### src/rtl/mult_pipe_ff.sv
// Pipelined A*B multiplier with 0-2 input and 0-2 output register stages.
// Every stage has async reset, sync clear and clock enable; an optional accumulator sits in the first output stage.
module mult_pipe_ff #(
    parameter int A_WIDTH    = 9,
    parameter int B_WIDTH    = 9,
    parameter int Z_WIDTH    = 18,
    parameter int IN_STAGES  = 1,
    parameter int OUT_STAGES = 1,
    parameter int SIGNED     = 0,
    parameter int ACCUM      = 0
) (
    input  logic               CLK,
    input  logic               RST,
    input  logic               SRST,
    input  logic               CE,
    input  logic               IN_VALID,
    input  logic               LOAD,
    input  logic [A_WIDTH-1:0] A,
    input  logic [B_WIDTH-1:0] B,
    output logic               OUT_VALID,
    output logic [Z_WIDTH-1:0] Z
);

    if (Z_WIDTH < A_WIDTH + B_WIDTH) begin : g_bad_z_width
        $error("mult_pipe_ff: Z_WIDTH must be >= A_WIDTH + B_WIDTH");
    end
    if (ACCUM != 0 && OUT_STAGES < 1) begin : g_bad_accum
        $error("mult_pipe_ff: ACCUM=1 requires OUT_STAGES >= 1");
    end
    if (IN_STAGES < 0 || IN_STAGES > 2 || OUT_STAGES < 0 || OUT_STAGES > 2) begin : g_bad_stages
        $error("mult_pipe_ff: IN_STAGES and OUT_STAGES must be in 0..2");
    end

    logic [A_WIDTH-1:0] a_d;
    logic [B_WIDTH-1:0] b_d;
    logic               valid_d;
    logic               load_d;

    if (IN_STAGES == 0) begin : g_in_comb
        assign a_d     = A;
        assign b_d     = B;
        assign valid_d = IN_VALID;
        assign load_d  = LOAD;
    end else begin : g_in_reg
        logic [A_WIDTH-1:0]   a_r [IN_STAGES];
        logic [B_WIDTH-1:0]   b_r [IN_STAGES];
        logic [IN_STAGES-1:0] valid_r;
        logic [IN_STAGES-1:0] load_r;

        // NOTE: state is updated with <= only, so every stage samples its predecessor's pre-edge value.
        always_ff @(posedge CLK or posedge RST) begin
            // NOTE: these arrays are a handful of pipeline flops, not RAM, so clearing them on reset is intended.
            if (RST) begin
                for (int i = 0; i < IN_STAGES; i++) begin
                    a_r[i] <= '0;
                    b_r[i] <= '0;
                end
                valid_r <= '0;
                load_r  <= '0;
            end else if (SRST) begin
                for (int i = 0; i < IN_STAGES; i++) begin
                    a_r[i] <= '0;
                    b_r[i] <= '0;
                end
                valid_r <= '0;
                load_r  <= '0;
            end else if (CE) begin
                a_r[0]     <= A;
                b_r[0]     <= B;
                valid_r[0] <= IN_VALID;
                load_r[0]  <= LOAD;
                for (int i = 1; i < IN_STAGES; i++) begin
                    a_r[i]     <= a_r[i-1];
                    b_r[i]     <= b_r[i-1];
                    valid_r[i] <= valid_r[i-1];
                    load_r[i]  <= load_r[i-1];
                end
            end
        end

        assign a_d     = a_r[IN_STAGES-1];
        assign b_d     = b_r[IN_STAGES-1];
        assign valid_d = valid_r[IN_STAGES-1];
        assign load_d  = load_r[IN_STAGES-1];
    end

    // Extending both operands to Z_WIDTH first makes the truncated product equal the extended full product.
    logic [Z_WIDTH-1:0] a_x;
    logic [Z_WIDTH-1:0] b_x;
    logic [Z_WIDTH-1:0] prod;

    assign a_x  = {{(Z_WIDTH-A_WIDTH){SIGNED != 0 && a_d[A_WIDTH-1]}}, a_d};
    assign b_x  = {{(Z_WIDTH-B_WIDTH){SIGNED != 0 && b_d[B_WIDTH-1]}}, b_d};
    assign prod = a_x * b_x;

    if (OUT_STAGES == 0) begin : g_out_comb
        assign Z         = prod;
        assign OUT_VALID = valid_d;
    end else begin : g_out_reg
        logic [Z_WIDTH-1:0]    z_r [OUT_STAGES];
        logic [OUT_STAGES-1:0] valid_r;
        logic [Z_WIDTH-1:0]    first_next;

        // NOTE: first_next gets its default before any branch, so no latch can be inferred.
        always_comb begin
            first_next = prod;
            if (ACCUM != 0) begin
                first_next = z_r[0];
                if (valid_d) begin
                    first_next = load_d ? prod : z_r[0] + prod;
                end
            end
        end

        always_ff @(posedge CLK or posedge RST) begin
            if (RST) begin
                for (int i = 0; i < OUT_STAGES; i++) begin
                    z_r[i] <= '0;
                end
                valid_r <= '0;
            end else if (SRST) begin
                for (int i = 0; i < OUT_STAGES; i++) begin
                    z_r[i] <= '0;
                end
                valid_r <= '0;
            end else if (CE) begin
                z_r[0]     <= first_next;
                valid_r[0] <= valid_d;
                for (int i = 1; i < OUT_STAGES; i++) begin
                    z_r[i]     <= z_r[i-1];
                    valid_r[i] <= valid_r[i-1];
                end
            end
        end

        assign Z         = z_r[OUT_STAGES-1];
        assign OUT_VALID = valid_r[OUT_STAGES-1];
    end

endmodule

### config.mk
export PLATFORM = sky130hd
export DESIGN_NAME = mult_pipe_ff
export DESIGN_NICKNAME = d
export VERILOG_FILES = /design/src/rtl/mult_pipe_ff.sv
export SDC_FILE = /design/constraint.sdc
export NUM_CORES = 1
export LEC_CHECK = 0
export ABC_AREA = 1
export CAP_MARGIN = 0
export CORE_MARGIN = 8
export CORE_UTILIZATION = 25
export CTS_BUF_LIST = sky130_fd_sc_hd__clkbuf_4 sky130_fd_sc_hd__clkbuf_8
export DETAILED_ROUTE_END_ITERATION = 10
export PLACE_DENSITY = 0.44
export SYNTH_ARGS = -nofsm -noshare
export SYNTH_HDL_FRONTEND = slang
export SYNTH_SLANG_ARGS = --single-unit
### constraint.sdc
create_clock -name CLK -period 4.9 [get_ports CLK]
set_clock_uncertainty 0.15 [all_clocks]
set_input_delay 0.98 -clock CLK [delete_from_list [all_inputs] [get_ports CLK]]
set_output_delay 0.98 -clock CLK [all_outputs]
set_load 0.02 [all_outputs]
==> out/metrics.sh <==
OUTCOME='finished clean'
FIN_CRIT_SH_PCT=88.94
TIMING_HOLD_VIOLATIONS_FINAL=0
INITIAL_CORE_UTIL_PCT=25.65
TIGHTEST_SLEW_NS=0.6675
DETAIL-ROUTE-ANTENNA-NETS=0
CTS_REPAIR_RESIZE_COUNT=0
SYNTHTOLAYOUTAREAGROWTH_PCT=17.62
CLOCKROOTBUFFER='sky130_fd_sc_hd__clkbuf_8'
POST-CTS-SETUP-BUFFER-COUNT=0
GP_CONGESTION=0.8190
FINALWIRELENGTH_UM=10290
SYNTHDOMINANTCELLAREASHARE_PCT=23.54
HOLD_WS_NS=0.3368
TRITONCTS_CLOCK_TREE='yes'
DRIVE_ABOVE_1_SHARE_PCT=4.318
SETUP_TNS_NS=0
TIMING.SLEW.HEADROOM_PCT=55.45
MIN_PERIOD_NS=4.358
SETUP_VIOL_COUNT_FINAL=0
YS_SEQ_ELEMENTS=38
WIRE_PER_INST_UM=12.88
PLACEMENT.IO_BUFFERS=41
GRT_ANTENNA_BEFORE_REPAIR=0
CLK_PIN_SLEW_NS=0.09
DIE-HEIGHT_UM=146.4
TIMING.CRITICAL_PATH.FANOUT_MAX=10
SYNTH.TOP_CELLS.BY_AREA='sky130_fd_sc_hd__fa_1, sky130_fd_sc_hd__dfrtp_1, sky130_fd_sc_hd__nand2_1'
ENDPOINT_KIND_OF_THE_WORST_SETUP_TIMING_PATH='flip-flop'
INITIALDRTVIOLATIONCOUNT=160
MOST-COMMON-LAYOUT-CELLS='sky130_fd_sc_hd__nand2_1, sky130_fd_sc_hd__inv_1, sky130_fd_sc_hd__fa_1'
CLOCK_INSERTION_DELAY_AT_THE_LATER_PIN_OF_THE_SKEW_REPORT_NS=0.31
N_ANTENNA_CELL=0
GRT_PASS1_WL_UM=18450
GRT_USE_TOTAL_PCT=10.41
MAXIMUM_LEVEL_OF_THE_CTS_H_TREE=2
POSTSYNTHAREAPERCELL_SQ_UM=7.704
CORE_AREA_SQ_MM=0.01658
DRC=0
CLOCK-SINKS=38
SYNTH.CELL_AREA_SQ_MM=0.004253
MAX-CAP-VIOLATIONS=0
POWER.DENSITY_CELL_AREA_mW_PER_MM2=174.2
DRT_PASS1_ITERATIONS=6
POWER.STATIC_LEAKAGE_uW=0.003038
SYNTHESIS.NETS=664
TIMING.FINAL.MAX_SLEW_VIOLATIONS=0
GLOBAL_ROUTE.OVERFLOW_TOTAL=0
ROWS=47
MIN_PATH_TYPE='reg2reg'
NUM_IO_PINS=43
WORSTPATHARRIVAL_NS=4.41
IR_DROP_mV=0.1094
NUMCTSBUFFERS=5
POST-SYNTH-TOP-AREA-CELL='sky130_fd_sc_hd__fa_1'
DESIGN.FINAL.NETS=690
WORST-ENDPOINT-REQUIRED_NS=4.95
GLOBAL_ROUTE.USAGE.MET3_PCT=1.638
ROUTED-VIA-COUNT=3300
DETAIL_ROUTE.VIAS_PER_CELL=4.130
NETLIST-CELL-TYPE-COUNT=27
LAYOUT_COMMONEST_CELL='sky130_fd_sc_hd__nand2_1'
GLOBAL_ROUTE.PEAK_USAGE_LAYER='met2'
FP.DIEAREA_SQ_MM=0.02144
MAX_FREQ_MHz=229.5
CTS.PATH.MAX_BUFFERS=2
SEQ_AREA_FRAC_SYNTH_PCT=22.36
CTS_HOLD_BUFFERS=0
WORSTSETUPSTARTPOINTTYPE='flip-flop'
GR-USAGE-MET1_PCT=13.46
POST-DP-HPWL_UM=8227
GROUTE.LAYER.MET2.USAGE_PCT=17.57
SYNTH-WARNING-COUNT=0
SYNTHESIS.INSTANCES=552
WORSTSETUPPATHTYPE='reg2reg'
RSZ0062_AT_GRT='false'
DIE_W_UM=146.4
GRT_PASS1_VIAS=3653
LARGEST_NET_DEGREE_AT_THE_START_OF_GLOBAL_ROUTING=39
-- cell families after synthesis --
group | synth area share [%]
and+or+nand+nor | 19.51
adders and majority gates | 34.72
xor gates and xnor gates | 0.2060
buffers and inverters | 15.98
DFF | 22.36
AOI/OAI and AO/OA | 7.237
-- through the flow --
step,power [uW],cells,utilization [%],setup WS (ns),instance area [sq um]
detailed placement,545.4,791,29.33,0.5483,4865
global route,924.9,799,30.16,0.2441,5002
global placement,545.9,791,29.33,0.5430,4865
finish,871.3,799,30.16,0.5419,5002
CTS,887.1,799,30.16,0.4936,5002
floorplan,471.0,552,-,0.8629,4253
-- final timing paths --
kind                             end  slack [ns]  depth (start not counted)    from
max reg2reg                    Z[16]        0.54                         16  b_d[8]
min                             Z[8]        0.34                          1    Z[8]
min reg2reg                     Z[8]        0.34                          1    Z[8]
max in group asynchronous  OUT_VALID        3.30                          3     RST
max                            Z[16]        0.54                         16  b_d[8]
min in group asynchronous       Z[6]        0.94                          3     RST
-- layout make-up --
| type | count | area, sq um |
|---|---|---|
| repair buffers | 45 | 440.4 |
| flip-flops and latches | 38 | 950.9 |
| fillers | 1804 | 11580 |
| clock inverters | 3 | 68.82 |
| inverters | 152 | 570.5 |
| clock buffers | 5 | 68.82 |
| well taps | 220 | 275.3 |
| multi-input cells | 336 | 2628 |
-- metal layers --
metal / vias to the layer above / routed length (um)
met3: 14 / 329
li1: 1666 / -
met5: - / 0
met1: 1574 / 4887
met2: 46 / 4928
met4: 0 / 143
-- registers in the layout, indices dropped and copies added, names as in the netlist --
signal	cells
Z	18
g_in_reg.valid_r	1
OUT_VALID	1
a_d	9
b_d	9
-- critical path, stage by stage, from the launching register on --
cell and delay (ns):
sky130_fd_sc_hd__dfrtp_1 0.58, sky130_fd_sc_hd__nand2_1 0.16, sky130_fd_sc_hd__fa_1 0.53, sky130_fd_sc_hd__fa_1 0.56
sky130_fd_sc_hd__inv_1 0.07, sky130_fd_sc_hd__fa_1 0.55, sky130_fd_sc_hd__inv_1 0.06, sky130_fd_sc_hd__fa_1 0.54
sky130_fd_sc_hd__inv_1 0.04, sky130_fd_sc_hd__ha_1 0.34, sky130_fd_sc_hd__nand2_1 0.12, sky130_fd_sc_hd__nor2_1 0.16
sky130_fd_sc_hd__nand3_1 0.12, sky130_fd_sc_hd__nand3_1 0.09, sky130_fd_sc_hd__nand2_1 0.05, sky130_fd_sc_hd__nand3_1 0.09
sky130_fd_sc_hd__nand2_1 0.06
-- Yosys cell counts --
master                     instances
sky130_fd_sc_hd__xnor2_1           1
sky130_fd_sc_hd__nand2_2           2
sky130_fd_sc_hd__nor2_2            3
sky130_fd_sc_hd__nand3_2           1
sky130_fd_sc_hd__a21oi_2           1
sky130_fd_sc_hd__nand3b_1          1
sky130_fd_sc_hd__a21o_1            1
sky130_fd_sc_hd__a21oi_1           7
sky130_fd_sc_hd__dfrtp_1          38
sky130_fd_sc_hd__a22o_1           23
sky130_fd_sc_hd__buf_2             6
sky130_fd_sc_hd__nor2_1           14
sky130_fd_sc_hd__nand4_1           2
sky130_fd_sc_hd__inv_2             2
sky130_fd_sc_hd__clkbuf_1         19
sky130_fd_sc_hd__ha_1             38
sky130_fd_sc_hd__clkinv_1          1
sky130_fd_sc_hd__nand3_1          15
sky130_fd_sc_hd__inv_1           149
sky130_fd_sc_hd__a32o_1            2
sky130_fd_sc_hd__buf_4             1
sky130_fd_sc_hd__fa_1             50
sky130_fd_sc_hd__nand2_4           1
sky130_fd_sc_hd__or2_2             1
sky130_fd_sc_hd__o21ai_0           2
sky130_fd_sc_hd__nand2_1         166
sky130_fd_sc_hd__o21ai_1           5
-- where the power goes --
group	leakage [uW]	total, uW	internal [uW]	switching, uW
registers	0.000515	361	328	33.2
clock network	0.0000683	334	204	130
logic	0.00245	176	77.2	98.9
total	0.00304	871	609	262
Note: power is estimated with default switching activity, not from simulation.
